===== src/rtl/branch_predict_ctrl_pkg.sv =====
// Shared decode constants and helpers for the branch predictor / EX resolver.
// Encodings match the legacy jump decoder so the existing PC mux is unchanged.
package branch_predict_ctrl_pkg;

  localparam logic [5:0] OP_RTYPE = 6'h00;
  localparam logic [5:0] OP_J     = 6'h02;
  localparam logic [5:0] OP_JAL   = 6'h03;
  localparam logic [5:0] OP_BEQ   = 6'h04;
  localparam logic [5:0] OP_BNE   = 6'h05;
  localparam logic [5:0] FN_JR    = 6'h08;
  localparam logic [5:0] FN_JALR  = 6'h09;

  typedef enum logic [1:0] {
    JOP_NONE = 2'b00,
    JOP_BR   = 2'b01,
    JOP_JR   = 2'b10,
    JOP_J    = 2'b11
  } jop_e;

  function automatic logic is_ctl(input logic [5:0] opcode, input logic [5:0] funct);
    logic r;
    r = (opcode == OP_BEQ) || (opcode == OP_BNE) || (opcode == OP_J) || (opcode == OP_JAL) ||
        ((opcode == OP_RTYPE) && ((funct == FN_JR) || (funct == FN_JALR)));
    return r;
  endfunction

  function automatic jop_e decode_jop(input logic [5:0] opcode, input logic [5:0] funct,
                                     input logic zero);
    jop_e j;
    j = JOP_NONE;
    if ((opcode == OP_RTYPE) && ((funct == FN_JR) || (funct == FN_JALR))) j = JOP_JR;
    else if ((opcode == OP_J) || (opcode == OP_JAL))                       j = JOP_J;
    else if (((opcode == OP_BEQ) && zero) || ((opcode == OP_BNE) && !zero)) j = JOP_BR;
    return j;
  endfunction

endpackage


===== src/rtl/branch_predict_ctrl_sat_ctr2.sv =====
// 2-bit saturating counter step: count up on taken, down on not-taken.
module sat_ctr2 (
  input  logic [1:0] ctr_i,
  input  logic       taken_i,
  output logic [1:0] ctr_o
);

  always_comb begin
    ctr_o = ctr_i;
    if (taken_i && (ctr_i != 2'b11))      ctr_o = ctr_i + 2'b01;
    else if (!taken_i && (ctr_i != 2'b00)) ctr_o = ctr_i - 2'b01;
  end

endmodule


===== src/rtl/branch_predict_ctrl.sv =====
// Direct-mapped BTB + 2-bit counter predictor with EX-stage resolution,
// registered mispredict flush/redirect and saturating statistics.
module branch_predict_ctrl
  import branch_predict_ctrl_pkg::*;
#(
  parameter int         PC_W     = 32,
  parameter int         ENTRIES  = 16,
  parameter logic [1:0] CTR_INIT = 2'b01,
  parameter int         STAT_W   = 16
) (
  input  logic              clk,
  input  logic              rst,
  input  logic [PC_W-1:0]   if_pc,
  output logic              pred_taken,
  output logic [PC_W-1:0]   pred_target,
  input  logic              ex_valid,
  input  logic [PC_W-1:0]   ex_pc,
  input  logic [5:0]        ex_opcode,
  input  logic [5:0]        ex_funct,
  input  logic              ex_zero,
  input  logic [PC_W-1:0]   ex_br_target,
  input  logic [PC_W-1:0]   ex_j_target,
  input  logic [PC_W-1:0]   ex_jr_target,
  input  logic              ex_pred_taken,
  input  logic [PC_W-1:0]   ex_pred_target,
  output logic [1:0]        jump_op,
  output logic              flush,
  output logic [PC_W-1:0]   redirect_pc,
  output logic [STAT_W-1:0] br_cnt,
  output logic [STAT_W-1:0] mispred_cnt
);

  localparam int IDX_W = $clog2(ENTRIES);
  localparam int TAG_W = PC_W - IDX_W - 2;

  logic             valid_q [ENTRIES];
  logic [1:0]       ctr_q   [ENTRIES];
  logic [TAG_W-1:0] tag_q   [ENTRIES];
  logic [PC_W-1:0]  tgt_q   [ENTRIES];

  logic              flush_q, flush_d;
  logic [PC_W-1:0]   redirect_q, redirect_d;
  logic [STAT_W-1:0] br_cnt_q, br_cnt_d;
  logic [STAT_W-1:0] mispred_cnt_q, mispred_cnt_d;

  // Fetch: asynchronous read of the pre-update table, no bypass from EX.
  logic [IDX_W-1:0] if_idx;
  logic [TAG_W-1:0] if_tag;
  logic             if_hit;

  assign if_idx      = if_pc[IDX_W+1:2];
  assign if_tag      = if_pc[PC_W-1:IDX_W+2];
  assign if_hit      = valid_q[if_idx] && (tag_q[if_idx] == if_tag);
  assign pred_taken  = if_hit && ctr_q[if_idx][1];
  assign pred_target = if_hit ? tgt_q[if_idx] : if_pc + PC_W'(4);

  // ex_valid qualifies every EX input for one cycle; there is no backpressure,
  // the resolution is consumed on the clock edge at which ex_valid is high.
  jop_e             jop;
  logic             ex_ctl, ex_upd, actual_taken, mispredict, ex_hit;
  logic [PC_W-1:0]  next_pc;
  logic [IDX_W-1:0] ex_idx;
  logic [TAG_W-1:0] ex_tag;
  logic [1:0]       ctr_step, alloc_ctr;

  assign jop          = decode_jop(ex_opcode, ex_funct, ex_zero);
  assign jump_op      = jop;
  assign ex_ctl       = is_ctl(ex_opcode, ex_funct);
  assign ex_upd       = ex_valid && ex_ctl;
  assign actual_taken = (jop != JOP_NONE);
  assign ex_idx       = ex_pc[IDX_W+1:2];
  assign ex_tag       = ex_pc[PC_W-1:IDX_W+2];
  assign ex_hit       = valid_q[ex_idx] && (tag_q[ex_idx] == ex_tag);
  assign alloc_ctr    = (jop == JOP_BR) ? 2'b10 : 2'b11;

  // Not-taken resolves to the fall-through, so next_pc doubles as the redirect.
  always_comb begin
    next_pc = ex_pc + PC_W'(4);
    case (jop)
      JOP_BR:  next_pc = ex_br_target;
      JOP_J:   next_pc = ex_j_target;
      JOP_JR:  next_pc = ex_jr_target;
      default: next_pc = ex_pc + PC_W'(4);
    endcase
  end

  assign mispredict = ex_upd && ((actual_taken != ex_pred_taken) ||
                                 (actual_taken && (ex_pred_target != next_pc)));

  sat_ctr2 u_sat_ctr2 (
    .ctr_i   (ctr_q[ex_idx]),
    .taken_i (actual_taken),
    .ctr_o   (ctr_step)
  );

  always_comb begin
    flush_d       = mispredict;
    redirect_d    = mispredict ? next_pc : redirect_q;
    br_cnt_d      = (ex_upd && (br_cnt_q != '1)) ? br_cnt_q + STAT_W'(1) : br_cnt_q;
    mispred_cnt_d = (mispredict && (mispred_cnt_q != '1)) ? mispred_cnt_q + STAT_W'(1)
                                                          : mispred_cnt_q;
  end

  always_ff @(posedge clk) begin
    if (!rst) begin
      for (int i = 0; i < ENTRIES; i++) begin
        valid_q[i] <= 1'b0;
        ctr_q[i]   <= CTR_INIT;
      end
      flush_q       <= 1'b0;
      redirect_q    <= '0;
      br_cnt_q      <= '0;
      mispred_cnt_q <= '0;
    end else begin
      flush_q       <= flush_d;
      redirect_q    <= redirect_d;
      br_cnt_q      <= br_cnt_d;
      mispred_cnt_q <= mispred_cnt_d;
      if (ex_upd) begin
        if (ex_hit) begin
          ctr_q[ex_idx] <= ctr_step;
        end else if (actual_taken) begin
          valid_q[ex_idx] <= 1'b1;
          ctr_q[ex_idx]   <= alloc_ctr;
        end
      end
    end
  end

  // Tag/target payload is only meaningful behind valid, so it carries no reset.
  always_ff @(posedge clk) begin
    if (rst && ex_upd && actual_taken) begin
      tag_q[ex_idx] <= ex_tag;
      tgt_q[ex_idx] <= next_pc;
    end
  end

  assign flush       = flush_q;
  assign redirect_pc = redirect_q;
  assign br_cnt      = br_cnt_q;
  assign mispred_cnt = mispred_cnt_q;

endmodule


===== config.mk =====
export PLATFORM = sky130hd
export DESIGN_NAME = branch_predict_ctrl
export DESIGN_NICKNAME = d
export VERILOG_FILES = /design/src/rtl/branch_predict_ctrl_pkg.sv /design/src/rtl/branch_predict_ctrl_sat_ctr2.sv /design/src/rtl/branch_predict_ctrl.sv
export SDC_FILE = /design/constraint.sdc
export NUM_CORES = 2
export LEC_CHECK = 0
export CAP_MARGIN = 20
export CORE_ASPECT_RATIO = 0.5
export CORE_MARGIN = 2
export CORE_UTILIZATION = 40
export DETAILED_ROUTE_END_ITERATION = 7
export PLACE_DENSITY_LB_ADDON = 0.1
export REMOVE_ABC_BUFFERS = 1
export SYNTH_ARGS = -nofsm -noshare
export SYNTH_HDL_FRONTEND = slang
export SYNTH_HIERARCHICAL = 1
export SYNTH_SLANG_ARGS = --single-unit

===== constraint.sdc =====
create_clock -name clk -period 14.2 [get_ports clk]
set_input_delay 2.84 -clock clk [delete_from_list [all_inputs] [get_ports clk]]
set_output_delay 2.84 -clock clk [all_outputs]
set_load 0.01 [all_outputs]

# Word-level counts from Yosys, hierarchy flattened
# Memories as Yosys holds them, arrays and structs flattened.
# Index checks and enable logic that the tools add are counted.
[word_totals]
regBits = 65
ramBits = 976
in_bits = 209
out_inout_bits = 100
elab_cells = 88
memories = 4
[op_classes]
n_addsub = 6
eq_ne = 16
mux = 27
bitwise = 1
n_reduce_logical = 30
[mem_list]
columns = ["memory", "words", "word_bits", "rd", "rd_ports_with_merged_regs", "write_ports", "line", "source"]
rows = [
  ["tgt_q", 16, 32, 1, 0, 1, "branch_predict_ctrl.sv:39", "logic [PC_W-1:0] tgt_q [ENTRIES];"],
  ["tag_q", 16, 26, 2, 0, 1, "branch_predict_ctrl.sv:38", "logic [TAG_W-1:0] tag_q [ENTRIES];"],
  ["ctr_q", 16, 2, 2, 0, 16, "branch_predict_ctrl.sv:37", "logic [1:0] ctr_q [ENTRIES];"],
  ["valid_q", 16, 1, 2, 0, 16, "branch_predict_ctrl.sv:36", "logic valid_q [ENTRIES];"],
]
[ops]
columns = ["operator", "n"]
rows = [
  ["one-hot mux 32 bit (3 select lines)", 1],
  ["adder 32 x 3 -> 32 bit (second input constant)", 2],
  ["equality test 26 bit", 2],
  ["adder 16 x 1 -> 16 bit (second input constant)", 2],
  ["2-to-1 mux 32 bit", 1],
  ["inequality test 16 bit (second input constant)", 2],
  ["inequality test 32 bit", 1],
  ["2-to-1 mux 1 bit", 17],
  ["logical AND 1 bit", 15],
  ["equality test 6 x 2 -> 1 bit (second input constant)", 2],
  ["equality test 6 x 3 -> 1 bit (second input constant)", 2],
  ["equality test 6 x 4 -> 1 bit (second input constant)", 2],
  ["2-to-1 mux 2 bit", 6],
  ["logical OR 1 bit", 8],
  ["2-to-1 mux 4 bit", 2],
  ["zero test 6 bit", 1],
  ["equality test 2 bit (second input constant)", 2],
  ["nonzero test 2 bit", 2],
  ["adder 2 x 1 -> 2 bit (second input constant)", 1],
  ["equality test 2 x 1 -> 1 bit (second input constant)", 1],
  ["zero test 1 bit", 2],
  ["inequality test 2 bit (second input constant)", 1],
  ["OR reduction 2 bit", 1],
  ["subtractor 2 x 1 -> 2 bit (second input constant)", 1],
  ["other kinds (3)", 3],
]

# Longest topological paths before layout
[depth]
word_depth = 15
mapped_depth = 18
mapped_depth_nobuf = 11

# Modules after synthesis
# Netlist, hierarchy kept.
[by_module_without_submodules]
columns = ["mod", "n_inst", "cells_each", "area_per_inst_um2", "seq_area_each_um2"]
rows = [
  ["branch_predict_ctrl", 1, 2622, 47164.0, 30449.2],
  ["sat_ctr2", 1, 7, 60.1, 0.0],
]

# Worst setup path before layout
# OpenSTA, ideal clock, no wires.
[synth_path]
path_type = "input to output"
startpoint = "input port if_pc[2]"
endpoint = "output port pred_target[10]"
arrival_time_ns = 5.972
path_slack_ns = 5.388
cell_stages = 11
cell_sequence = "clkbuf_1 buf_1 mux4_2 mux4_2 xnor2_1 nand4_1 nor4_1 nand4_1 clkbuf_1 buf_1 a21oi_1"
[synth_via]
elab_chain_len = 4
word_cells_on_any_way = 7
classes_between = "add/sub: 1; eq/ne: 1; mux: 1; reduce/logical: 1; memory: 3"
[synth_lines]
columns = ["item", "line", "source"]
rows = [
  ["start: declaration", "branch_predict_ctrl.sv:13", "input logic [PC_W-1:0] if_pc,"],
  ["memory read (16 x 26 bit)", "-", ""],
  ["equality test 26 bit", "branch_predict_ctrl.sv:53", "assign if_hit = valid_q[if_idx] && (tag_q[if_idx] == if_tag);"],
  ["logical AND 1 bit", "branch_predict_ctrl.sv:53", ""],
  ["2-to-1 mux 32 bit (*)", "branch_predict_ctrl.sv:55", "assign pred_target = if_hit ? tgt_q[if_idx] : if_pc + PC_W'(4);"],
  ["end: declaration", "branch_predict_ctrl.sv:15", "output logic [PC_W-1:0] pred_target,"],
]
# Every way passes the cells marked *; elsewhere a longest branch is shown, timed or not.

# Worst setup path in the final report
[layout_path]
startpoint = "input port if_pc[3]"
endpoint = "output port pred_target[20]"
# The elaborated chain is that of the path after synthesis.

==> impl_results.md <==
- Hpwl dp: 88.3 mm
- Grt total ovfl: 0
- CP max stage delay: 0.64 ns
- CTS tree: yes
- Final min period: 10.36 ns
- CP cell instances: buf_8 -> buf_12 -> mux4_2 -> mux4_2 -> xnor2_1 -> nand4_1 -> nor4_1 -> nand4_1 -> buf_4 -> a21oi_1 -> clkdlybuf4s50_1
- # nets final: 3167
- Clk_lat worst skew: 0.72 ns
- Hold buffers post-CTS: 0
- Req. time, crit path: 11.36 ns
- Hold Slack: 0.467 ns
- GPL Wtd Cong: 0.920
- Setup repair after global routing missed its margin: no
- Rel. slew slack: 27.0%
- CTS resizes: 0
- Largest net degree at the start of global routing: 100
- Synth area leaders: edfxtp_1 61%, mux4_2 21%, dfxtp_1 3.4%
- Type of origin of the critical path: input port
- Input/output buffers: 307
- Post-route DRC violation count: 0
- IO Pins: 309
- Post-placement cell count: 4440
- Number of enable flip-flop cells after synthesis: 960
- #FFs+latches synth: 1041
- PwrDens: 117 nW/um^2
- WHS Path Cells: 2
- Via count: 27700
- Crit-path slowest cell: buf_8
- Comb power frac: 8.7%
- Worst R2R Setup Slack: 10.01 ns
- Worst r2r src: tag_q[3][12]
- Vias in the first global route: 27600
- Yosys top cell by area: edfxtp_1
- Initial antenna violation count: 10
- DRT iter0 DRCs: 2957
- Final wirelength: 149 mm
- Clk slew on worst S/H paths: 0.06 ns
- FMAX: 96.5 MHz
- Main combinational cell family by area after synthesis: multiplexers
- CTS Root Cell: clkbuf_16
- Die Ht: 247 microns
- Layout cells sized above 1: 24.5%
- Setup tns final: 0 ns
- Int Pwr: 0.00498 W
- H-tree lvl count: 3
- Type of the worst setup path: in -> out
- Switching share of power: 23.5%
- Total GRT Usage: 24.3%
- # setup viols final: 0
- Layout overhead on the synthesized area: 17.7%
- Mean area per synthesized cell: 18.0 sq um
- Number of clock sinks: 1041
- Cells after Synth: 2629
- Setup WS pre-CTS: 3.79 ns
- Leakage: 17.1 nW
- CTS Buffer Depth: 3
- Synthesized cell area: 47200 sq um
- Synth unique cells: 86
- Number of CTS-inserted buffers: 97
- Slew Viols, Final: 0
- Xor/xnor share of the synthesized area: 2.43%
- Max rail drop VDD: 0.0890 mV
- DIE WIDTH: 490 microns
- Synth Flop Type: edfxtp_1
- Initial Util: 40.2%
- Post-DRT Antenna Nets: 0
- Clock power frac: 39.6%
- Hold_sp: valid_q[14]
- Synth Area in Simple Gates: 5.43%
- Final WS setup: 3.84 ns
- Seq pwr share: 51.7%
- Final Cycle Share: 73.0%
- Async SR Flop Fraction: 0%
- Yosys top cell area share: 61.0%
- P_sw: 0.00153 W
- Adder-cell share of the synthesized area: 0.238%
- Final std cells w/o fill: 4631
- CP Max Fanout: 99
- Final hold viol count: 0
- Most frequent cell after synthesis: edfxtp_1
- Max-cap violation count: 0
- Worst-margin pin slew: 1.09 ns
- Sequential area share after synthesis: 64.5%
- Top cells by count, synth: 960 x edfxtp_1, 445 x mux4_2, 109 x clkbuf_1
- Global-route wire length before repair: 207 mm
- Syn. warnings: 6
- Compound-cell area share of the yosys netlist: 3.83%
- Die area: 121000 sq um
- Post-synthesis mux area share: 21.5%
- CP Capture Type: output port
- Setup Fix Bufs, Post-CTS: 0
- WP data arrival: 7.52 ns
- Wire per inst: 32.1 microns
- Clock skew: 0.0296 ns
- Avg Vias per Cell: 5.98
- FF-to-FF path depth: 9
- Placeable Area: 117000 sq um
- Status: finished clean
- Hold WC Path Type: reg -> reg
- Row cnt: 89
- Drt pass-1 iters: 5
- Hold Path End: valid_q[14]
- Reg-to-Reg End: ctr_q[9][1]
metal layers:
| layer | part of all wire, % | vias to the layer above | wire length [microns] | global-route usage (%) |
|---|---|---|---|---|
| li1 | - | 11600 | - | - |
| met1 | 42 | 14900 | 63100 | 33.8 |
| met2 | 48 | 1032 | 71800 | 39.5 |
| met3 | 7.0 | 165 | 10400 | 4.53 |
| met4 | 2.3 | 2 | 3370 | 6.67 |
| met5 | 0.0067 | - | 10 | 0 |
logic make-up (layout without fill, tap and decap cells):
| group | Yosys count | count (layout) |
|---|---|---|
| AO/OA/AOI/OAI | 275 | 275 |
| XOR/XNOR | 130 | 130 |
| adder cells (fa/ha/maj) | 9 | 9 |
| buffers and inverters | 227 | 631 |
| flip-flops | 1041 | 1041 |
| multiplexers | 459 | 459 |
| other | 0 | 6 |
| AND/OR/NAND/NOR | 488 | 488 |
registers in the layout, summed over array words and instances (netlist names):
signal       flops
br_cnt          16
ctr_q           32
flush            1
mispred_cnt     16
redirect_pc     32
tag_q          416
tgt_q          512
valid_q         16
cell usage in the layout (no fill, tap or decap), drive strengths merged, types with 11 or more instances in the layout:
| master | count |
|---|---|
| a21oi | 83 |
| a32oi | 11 |
| nor2b | 20 |
| xnor2 | 86 |
| mux4 | 445 |
| clkbuf | 137 |
| edfxtp | 960 |
| a21o | 12 |
| inv | 36 |
| dfxtp | 81 |
| nor3 | 38 |
| nand3 | 91 |
| nor4 | 16 |
| and3 | 21 |
| clkinv | 42 |
| nand2 | 89 |
| xor2 | 44 |
| buf | 114 |
| o21ai | 71 |
| clkdlybuf4s50 | 298 |
| nand2b | 16 |
| nand4 | 52 |
| a32o | 15 |
| nor2 | 96 |
final cells by class:
| type | count | area [sq um] |
|---|---|---|
| fill | 9969 | 61900 |
| sequential | 1041 | 30400 |
| multi-input combinational | 1361 | 15900 |
| timing repair buffer | 414 | 3930 |
| clock buffer | 135 | 2670 |
| tap | 1592 | 1990 |
| clock inverter | 48 | 429 |
| inverter | 34 | 128 |
| antenna | 6 | 15.0 |
worst max path at each step:
stage                            to  cells after the start  slack (ns)  startpoint
global placement    pred_target[20]                     11        3.71    if_pc[2]
detailed placement  pred_target[20]                     11        3.79    if_pc[2]
finish              pred_target[20]                     11        3.84    if_pc[3]
CTS                 pred_target[20]                     11        3.78    if_pc[2]
floorplan            pred_target[0]                      7        4.96    if_pc[2]
global route        pred_target[20]                     11        3.61    if_pc[2]
power by group through the flow:
stage	clock [W]	combinational, W	sequential [W]
global placement	0	0.000566	0.00343
floorplan	0	0.000247	0.00343
detailed placement	0	0.000568	0.00343
finish	0.00258	0.000567	0.00336
global route	0.00274	0.000599	0.00336
CTS	0.00263	0.000571	0.00336
critical path, delay by kind of cell:
kind | cells | cell delay (ns)
xor+xnor | 1 | 0.26
mux | 2 | 0.96
simple gates | 3 | 0.53
buf+inv | 4 | 2.18
compound gates | 1 | 0.44
per-stage QoR:
| step | power, W | utilization [%] | area (sq um) |
|---|---|---|---|
| floorplan | 0.00368 | - | 46400 |
| global placement | 0.00399 | 44.6 | 52400 |
| detailed placement | 0.00400 | 44.6 | 52400 |
| CTS | 0.00656 | 47.3 | 55500 |
| global route | 0.00670 | 47.3 | 55600 |
| finish | 0.00650 | 47.3 | 55600 |
No activity file was read; power rests on OpenSTA's default activity.
